## src/rtl/imem_port_arbiter_if.sv

```systemverilog
// Bus bundle between the fetch path, the program loader, the arbiter and the
// instruction-memory BRAM. The slave view is the arbiter and the master view is the requester/BRAM side.
interface imem_port_arbiter_if #(
    parameter int ADDR_W = 12
);
    logic              f_req;
    logic [31:0]       f_addr;
    logic              f_gnt;
    logic              f_rvalid;
    logic [31:0]       f_rdata;

    logic              l_req;
    logic              l_we;
    logic [31:0]       l_addr;
    logic [31:0]       l_wdata;
    logic              l_lock;
    logic              l_gnt;
    logic              l_rvalid;
    logic [31:0]       l_rdata;

    logic              core_hold;

    logic              mem_en;
    logic              mem_we;
    logic [ADDR_W-1:0] mem_addr;
    logic [31:0]       mem_wdata;
    logic [31:0]       mem_rdata;

    modport slave (
        input  f_req, f_addr,
        output f_gnt, f_rvalid, f_rdata,
        input  l_req, l_we, l_addr, l_wdata, l_lock,
        output l_gnt, l_rvalid, l_rdata,
        output core_hold,
        output mem_en, mem_we, mem_addr, mem_wdata,
        input  mem_rdata
    );

    modport master (
        output f_req, f_addr,
        input  f_gnt, f_rvalid, f_rdata,
        output l_req, l_we, l_addr, l_wdata, l_lock,
        input  l_gnt, l_rvalid, l_rdata,
        input  core_hold,
        input  mem_en, mem_we, mem_addr, mem_wdata,
        output mem_rdata
    );
endinterface

```

## src/rtl/imem_port_arbiter.sv

```systemverilog
// Shares the single instruction-memory BRAM port between fetch and the program loader.
// Optional grant/conflict counters are enabled with IMEM_ARB_PERF_EN.
//
// state   | meaning
// RUN     | fetch and loader reads arbitrated, loader writes refused
// DRAIN   | core held, no grants, lets the last read retire
// LOAD    | core held, loader owns the port for reads and writes
// RELEASE | core held, no grants, last loader read returns
module imem_port_arbiter #(
    parameter int ADDR_W       = 12,
    parameter int STARVE_LIMIT = 4
) (
    input  logic                 clk,
    input  logic                 rst,
    imem_port_arbiter_if.slave   bus
`ifdef IMEM_ARB_PERF_EN
    ,
    output logic [31:0]          perf_fetch_grants,
    output logic [31:0]          perf_loader_grants,
    output logic [31:0]          perf_conflicts
`endif
);

    typedef enum logic [1:0] {
        RUN     = 2'd0,
        DRAIN   = 2'd1,
        LOAD    = 2'd2,
        RELEASE = 2'd3
    } state_t;

    localparam logic [3:0] STARVE_MAX = 4'(STARVE_LIMIT);

    state_t            state;
    state_t            state_nxt;
    logic              f_gnt_c;
    logic              l_gnt_c;
    logic              hold_c;
    logic              f_gnt;
    logic              l_gnt;
    logic              l_rd;
    logic              fetch_forced;
    logic [3:0]        starve_cnt;
    logic              f_tag;
    logic              l_tag;
    logic [ADDR_W-1:0] f_word;
    logic [ADDR_W-1:0] l_word;
    logic              unused_addr_bits;

    assign f_word = bus.f_addr[ADDR_W+1:2];
    assign l_word = bus.l_addr[ADDR_W+1:2];
    assign unused_addr_bits = ^{bus.f_addr[31:ADDR_W+2], bus.f_addr[1:0],
                                bus.l_addr[31:ADDR_W+2], bus.l_addr[1:0]};

    assign l_rd         = bus.l_req && !bus.l_we;
    assign fetch_forced = (starve_cnt == STARVE_MAX);

    always_ff @(posedge clk) begin
        if (rst) begin
            state <= RUN;
        end else begin
            state <= state_nxt;
        end
    end

    always_comb begin
        state_nxt = state;
        f_gnt_c   = 1'b0;
        l_gnt_c   = 1'b0;
        hold_c    = 1'b0;
        case (state)
            RUN: begin
                f_gnt_c = bus.f_req && (!l_rd || fetch_forced);
                l_gnt_c = l_rd && !(bus.f_req && fetch_forced);
                if (bus.l_lock) begin
                    state_nxt = DRAIN;
                end
            end
            DRAIN: begin
                hold_c    = 1'b1;
                state_nxt = LOAD;
            end
            LOAD: begin
                hold_c = 1'b1;
                // Dropping the lock wins over a same-cycle loader request.
                if (bus.l_lock) begin
                    l_gnt_c = bus.l_req;
                end else begin
                    state_nxt = RELEASE;
                end
            end
            RELEASE: begin
                hold_c    = 1'b1;
                state_nxt = RUN;
            end
            default: begin
                state_nxt = RUN;
            end
        endcase
    end

    assign f_gnt         = f_gnt_c && !rst;
    assign l_gnt         = l_gnt_c && !rst;
    assign bus.f_gnt     = f_gnt;
    assign bus.l_gnt     = l_gnt;
    assign bus.core_hold = hold_c && !rst;

    assign bus.mem_en    = f_gnt || l_gnt;
    assign bus.mem_we    = l_gnt && bus.l_we;
    assign bus.mem_addr  = l_gnt ? l_word : f_word;
    assign bus.mem_wdata = bus.l_wdata;

    // Held at zero outside RUN so the count restarts cleanly on re-entry.
    always_ff @(posedge clk) begin
        if (rst) begin
            starve_cnt <= 4'd0;
        end else if (state != RUN) begin
            starve_cnt <= 4'd0;
        end else if (f_gnt) begin
            starve_cnt <= 4'd0;
        end else if (bus.f_req && (starve_cnt != STARVE_MAX)) begin
            starve_cnt <= starve_cnt + 4'd1;
        end
    end

    always_ff @(posedge clk) begin
        if (rst) begin
            f_tag <= 1'b0;
            l_tag <= 1'b0;
        end else begin
            f_tag <= f_gnt;
            l_tag <= l_gnt && !bus.l_we;
        end
    end

    // Reset also masks a read returning in the reset cycle itself.
    assign bus.f_rvalid = f_tag && !rst;
    assign bus.l_rvalid = l_tag && !rst;
    assign bus.f_rdata  = bus.mem_rdata;
    assign bus.l_rdata  = bus.mem_rdata;

`ifdef IMEM_ARB_PERF_EN
    always_ff @(posedge clk) begin
        if (rst) begin
            perf_fetch_grants  <= 32'd0;
            perf_loader_grants <= 32'd0;
            perf_conflicts     <= 32'd0;
        end else begin
            if (f_gnt) begin
                perf_fetch_grants <= perf_fetch_grants + 32'd1;
            end
            if (l_gnt) begin
                perf_loader_grants <= perf_loader_grants + 32'd1;
            end
            if ((state == RUN) && bus.f_req && l_rd) begin
                perf_conflicts <= perf_conflicts + 32'd1;
            end
        end
    end
`endif

endmodule

```

## src/flat_wrapper.sv

```systemverilog
// flat-port wrapper written by rule: the top's interface ports become plain ports
module imem_port_arbiter_flat 
#(
    parameter int ADDR_W       = 12,
    parameter int STARVE_LIMIT = 4
)
  (clk, rst, bus_f_req, bus_f_addr, bus_f_gnt, bus_f_rvalid, bus_f_rdata, bus_l_req, bus_l_we, bus_l_addr, bus_l_wdata, bus_l_lock, bus_l_gnt, bus_l_rvalid, bus_l_rdata, bus_core_hold, bus_mem_en, bus_mem_we, bus_mem_addr, bus_mem_wdata, bus_mem_rdata);
  imem_port_arbiter_if #(.ADDR_W(ADDR_W)) bus_i ();
  input  logic clk;
  input  logic rst;
  input wire logic [$bits(bus_i.f_req)-1:0] bus_f_req;
  input wire logic [$bits(bus_i.f_addr)-1:0] bus_f_addr;
  output wire logic [$bits(bus_i.f_gnt)-1:0] bus_f_gnt;
  output wire logic [$bits(bus_i.f_rvalid)-1:0] bus_f_rvalid;
  output wire logic [$bits(bus_i.f_rdata)-1:0] bus_f_rdata;
  input wire logic [$bits(bus_i.l_req)-1:0] bus_l_req;
  input wire logic [$bits(bus_i.l_we)-1:0] bus_l_we;
  input wire logic [$bits(bus_i.l_addr)-1:0] bus_l_addr;
  input wire logic [$bits(bus_i.l_wdata)-1:0] bus_l_wdata;
  input wire logic [$bits(bus_i.l_lock)-1:0] bus_l_lock;
  output wire logic [$bits(bus_i.l_gnt)-1:0] bus_l_gnt;
  output wire logic [$bits(bus_i.l_rvalid)-1:0] bus_l_rvalid;
  output wire logic [$bits(bus_i.l_rdata)-1:0] bus_l_rdata;
  output wire logic [$bits(bus_i.core_hold)-1:0] bus_core_hold;
  output wire logic [$bits(bus_i.mem_en)-1:0] bus_mem_en;
  output wire logic [$bits(bus_i.mem_we)-1:0] bus_mem_we;
  output wire logic [$bits(bus_i.mem_addr)-1:0] bus_mem_addr;
  output wire logic [$bits(bus_i.mem_wdata)-1:0] bus_mem_wdata;
  input wire logic [$bits(bus_i.mem_rdata)-1:0] bus_mem_rdata;
  assign bus_i.f_req = bus_f_req;
  assign bus_i.f_addr = bus_f_addr;
  assign bus_f_gnt = bus_i.f_gnt;
  assign bus_f_rvalid = bus_i.f_rvalid;
  assign bus_f_rdata = bus_i.f_rdata;
  assign bus_i.l_req = bus_l_req;
  assign bus_i.l_we = bus_l_we;
  assign bus_i.l_addr = bus_l_addr;
  assign bus_i.l_wdata = bus_l_wdata;
  assign bus_i.l_lock = bus_l_lock;
  assign bus_l_gnt = bus_i.l_gnt;
  assign bus_l_rvalid = bus_i.l_rvalid;
  assign bus_l_rdata = bus_i.l_rdata;
  assign bus_core_hold = bus_i.core_hold;
  assign bus_mem_en = bus_i.mem_en;
  assign bus_mem_we = bus_i.mem_we;
  assign bus_mem_addr = bus_i.mem_addr;
  assign bus_mem_wdata = bus_i.mem_wdata;
  assign bus_i.mem_rdata = bus_mem_rdata;
  imem_port_arbiter #(.ADDR_W(ADDR_W), .STARVE_LIMIT(STARVE_LIMIT)) u_core (.clk(clk), .rst(rst), .bus(bus_i));
endmodule
```

## config.mk

```make
export PLATFORM = sky130hd
export DESIGN_NAME = imem_port_arbiter_flat
export DESIGN_NICKNAME = d
export VERILOG_FILES = /design/src/rtl/imem_port_arbiter_if.sv /design/src/rtl/imem_port_arbiter.sv /design/src/flat_wrapper.sv
export SDC_FILE = /design/constraint.sdc
export NUM_CORES = 1
export LEC_CHECK = 0
export CELL_PAD_IN_SITES_DETAIL_PLACEMENT = 1
export CELL_PAD_IN_SITES_GLOBAL_PLACEMENT = 2
export CORE_ASPECT_RATIO = 1.2
export CORE_MARGIN = 4
export CORE_UTILIZATION = 10
export DETAILED_ROUTE_END_ITERATION = 16
export PLACE_DENSITY = 0.95
export SLEW_MARGIN = 0
export SYNTH_ARGS = -nofsm -noshare
export SYNTH_HDL_FRONTEND = slang
export SYNTH_SLANG_ARGS = --single-unit
```

## constraint.sdc

```tcl
create_clock -name clk -period 2 [get_ports clk]
set_input_delay 0.4 -clock clk [delete_from_list [all_inputs] [get_ports clk]]
set_output_delay 0.4 -clock clk [all_outputs]
set_load 0.1 [all_outputs]
```

==> impl_metrics.csv <==
group,metric,value,unit
outcome,status,"finished, violations left",
outcome,violations,"setup timing",
yosys,async_reset_ff_share,0,%
floorplanning,die-area,16200,um^2
clock_tree,clk_path_buf_depth,2,
power_and_ir_drop,power_leakage,0.860,nW
yosys,yosysTopAreaCellShare,50.5,%
floorplanning,die_h,139,um
yosys,syn-mean-instance-area,8.34,um^2
clock_tree,ctsHoldBuffers,0,
clock_tree,numCtsBuffers,3,
power_and_ir_drop,swShare,42.6,%
detailed_routing,wire_per_inst,15.7,um
critical_path,worst-path-max-fanout,6,
clock_tree,cts-root-buf,"clkbuf_16",
grt,met3_usage,1.88,%
floorplanning,chipWidth,117,um
critical_path,required,1600,ps
power_and_ir_drop,ir_worst_vdd,0.287,mV
yosys,synthTopCellsByArea,"buf_4 51%, dfxtp_1 11%, mux2_4 8.4%",
place,postPlaceCellArea,1770,um^2
yosys,yosysMostFrequentCell,"buf_4",
layout,regArea,168,um^2
power_and_ir_drop,power.density,844,nW/um^2
grt,grt_pass1_vias,1171,
grt,antenna_found_initial,1,
hold_path,min_path_type,"register to register",
clock_tree,cts_tree,"yes",
yosys,ys_warn_count,0,
power_and_ir_drop,p_comb_share,68.7,%
clock_tree,clk_latency,230,ps
critical_path,worstSetupStartpointType,"register",
layout,fin_nets,300,
run,cap_violations,0,
floorplanning,num_rows,47,
sta,fmax,429,MHz
power_and_ir_drop,intPower,0.00101,W
sta,period_share,117,%
power_and_ir_drop,clkPwrFrac,19.2,%
grt,grt_use_met2,10.6,%
floorplanning,core_area,13900,um^2
yosys,synth-main-ff-cell,"dfxtp_1",
power_and_ir_drop,p_seq_share,12.1,%
sta,layout_setup_ws,-333,ps
critical_path,arrival,1930,ps
grt,top_usage_layer,"met2",
detailed_routing,post-route-drc-count,0,
yosys,syn_nets,310,
sta,fin_skew,0.955,ps
place,place_ws,-504,ps
yosys,synth_area,1430,um^2
place,gp_congestion,0.753,
detailed_routing,ant_nets,0,
power_and_ir_drop,p_switching,0.000749,W
sta,max_slew_margin,77.9,%
sta,timing.hold.ws,496,ps
sta,setup_viol,14,
layout,n_fill_cell,1605,
detailed_routing,vias_per_cell,3.15,
grt,grt_pass1_wl,7.13,mm
grt,grt_use_met1,4.68,%
grt,grt_max_degree,8,
critical_path,critPathCaptureType,"output pin",
yosys,synth_seq_cells,8,
layout,diodes,0,
yosys,yosysTopAreaCell,"buf_4",
sta,hold_viol,0,
place,io_buffer_count,48,
detailed_routing,dr.pass1.iters,4,
clock_tree,htreeDepth,1,
detailed_routing,drt_iter0_markers,17,
yosys,ys_seq_area_share,11.2,%
grt,track_usage,5.88,%
detailed_routing,wl,5.17,mm
yosys,postSynthCellCount,171,
layout,multi_input_area,624,um^2
sta,rsz0062_at_grt,"yes",
critical_path,worst-setup-path-type,"register to output pin",
sta,worst_pin_slew,329,ps
layout,fin_cells,330,
yosys,synthDistinctLibCells,30,
floorplanning,initial_core_util,10.3,%
detailed_routing,vias,1040,
sta,slew_violations,0,
yosys,synth_commonest_cells,"96 x buf_4, 8 x dfxtp_1, 8 x mux2_4",
layout,final_area,2080,um^2
place,place_hpwl,3.72,mm
sta,finalCriticalPeriod,2330,ps
layout,syn2layout_area_growth,46.1,%
yosys,synth_edf_count,0,
place,place_inst,312,
floorplanning,io_pins,249,
clock_tree,cts.sinks,8,
clock_tree,clkTransAtPathRegs,40,ps
grt,overflow,0,
layout,drive_gt1_share,58.5,%
cell families after synthesis:
family                     Yosys count  share of synthesized area, %
DFF                                  8                          11.2
and+or+nand+nor                     29                          12.4
muxes                               14                          13.0
adders and majority gates            5                          4.39
buffers and inverters              105                          54.1
AOI/OAI and AO/OA                   10                          4.91
path summary, 6_finish.rpt:
path	start	slack, ps	to	depth (start not counted)
worst max-delay path	u_core.state[1]$_SDFFE_PP0P_	-330	bus_mem_addr[5]	7
worst min-delay path	u_core.starve_cnt[3]$_SDFFE_PP0P_	500	u_core.starve_cnt[3]$_SDFFE_PP0P_	2
worst max register to register	u_core.starve_cnt[0]$_SDFFE_PP0P_	150	u_core.starve_cnt[0]$_SDFFE_PP0P_	11
worst min register to register	u_core.starve_cnt[3]$_SDFFE_PP0P_	500	u_core.starve_cnt[3]$_SDFFE_PP0P_	2
power by group through the flow:
stage | Sequential [W] | Combinational (W) | Clock [W]
after global placement | 0.000200 | 0.000990 | 0
final | 0.000213 | 0.00121 | 0.000339
after detailed placement | 0.000203 | 0.00102 | 0
after CTS | 0.000211 | 0.00108 | 0.000346
after floorplan | 0.000200 | 0.00150 | 0
after global routing | 0.000217 | 0.00127 | 0.000357
placed cells by master, fill, tap and decap left out, types with 2 or more instances in the layout:
master and n:
inv_2 2, a21oi_4 2, nor3_1 2, dfxtp_1 4
dlygate4sd2_1 5, o21ai_0 2, mux2i_1 2, nor2_1 4
a211oi_1 2, clkbuf_16 4, inv_4 2, dfxtp_2 3
mux2_4 12, nand3_1 2, ha_4 4, nand2_1 2
buf_12 20, nor2b_1 2, nor2b_4 2, buf_4 30
inv_1 2, clkdlybuf4s50_1 24, buf_6 3, and2b_1 2
state kept, by name, summed over array words and instances, names as in the netlist:
signal             count
u_core.f_tag           1
u_core.l_tag           1
u_core.starve_cnt      4
u_core.state           2
per-layer routing:
layer	share of wire [%]	wire [um]	vias up
met1	27	1370	464
met3	12	596	64
met4	10	533	2
li1	-	-	434
met5	0.23	12	-
met2	51	2660	76
repair_timing:
| item | CTS | global route |
|---|---|---|
| buffers inserted | 13 | 9 |
| resized for setup | 22 | 15 |
| cloned | 1 | 0 |
| pin swaps | 7 | 8 |
| endpoints found under the setup margin | 16 | 18 |
final cells by class:
type,count,area share [%]
well taps,171,10.3
inverters,7,1.68
repair buffers,83,46.5
multi-input cells,58,30.0
flip-flops and latches,8,8.04
clock buffers,3,3.60
stage by stage:
stage / util (%) / total power, W / setup TNS [ps]
4_1_cts: 14.4 / 0.00164 / -4220
2_1_floorplan: - / 0.00170 / -7.81
3_5_place_dp: 12.7 / 0.00122 / -6140
3_3_place_gp: 12.7 / 0.00119 / -5400
5_1_grt: 15.0 / 0.00184 / -4980
6_report: 15.0 / 0.00176 / -4080
critical path: stages (launching register included):
cell	delay, ps
dfxtp_4	370
inv_4	40
ha_4	150
and4bb_1	230
a21oi_4	230
clkbuf_16	190
mux2_4	310
buf_12	170
Power figures use the tool's default switching activity.
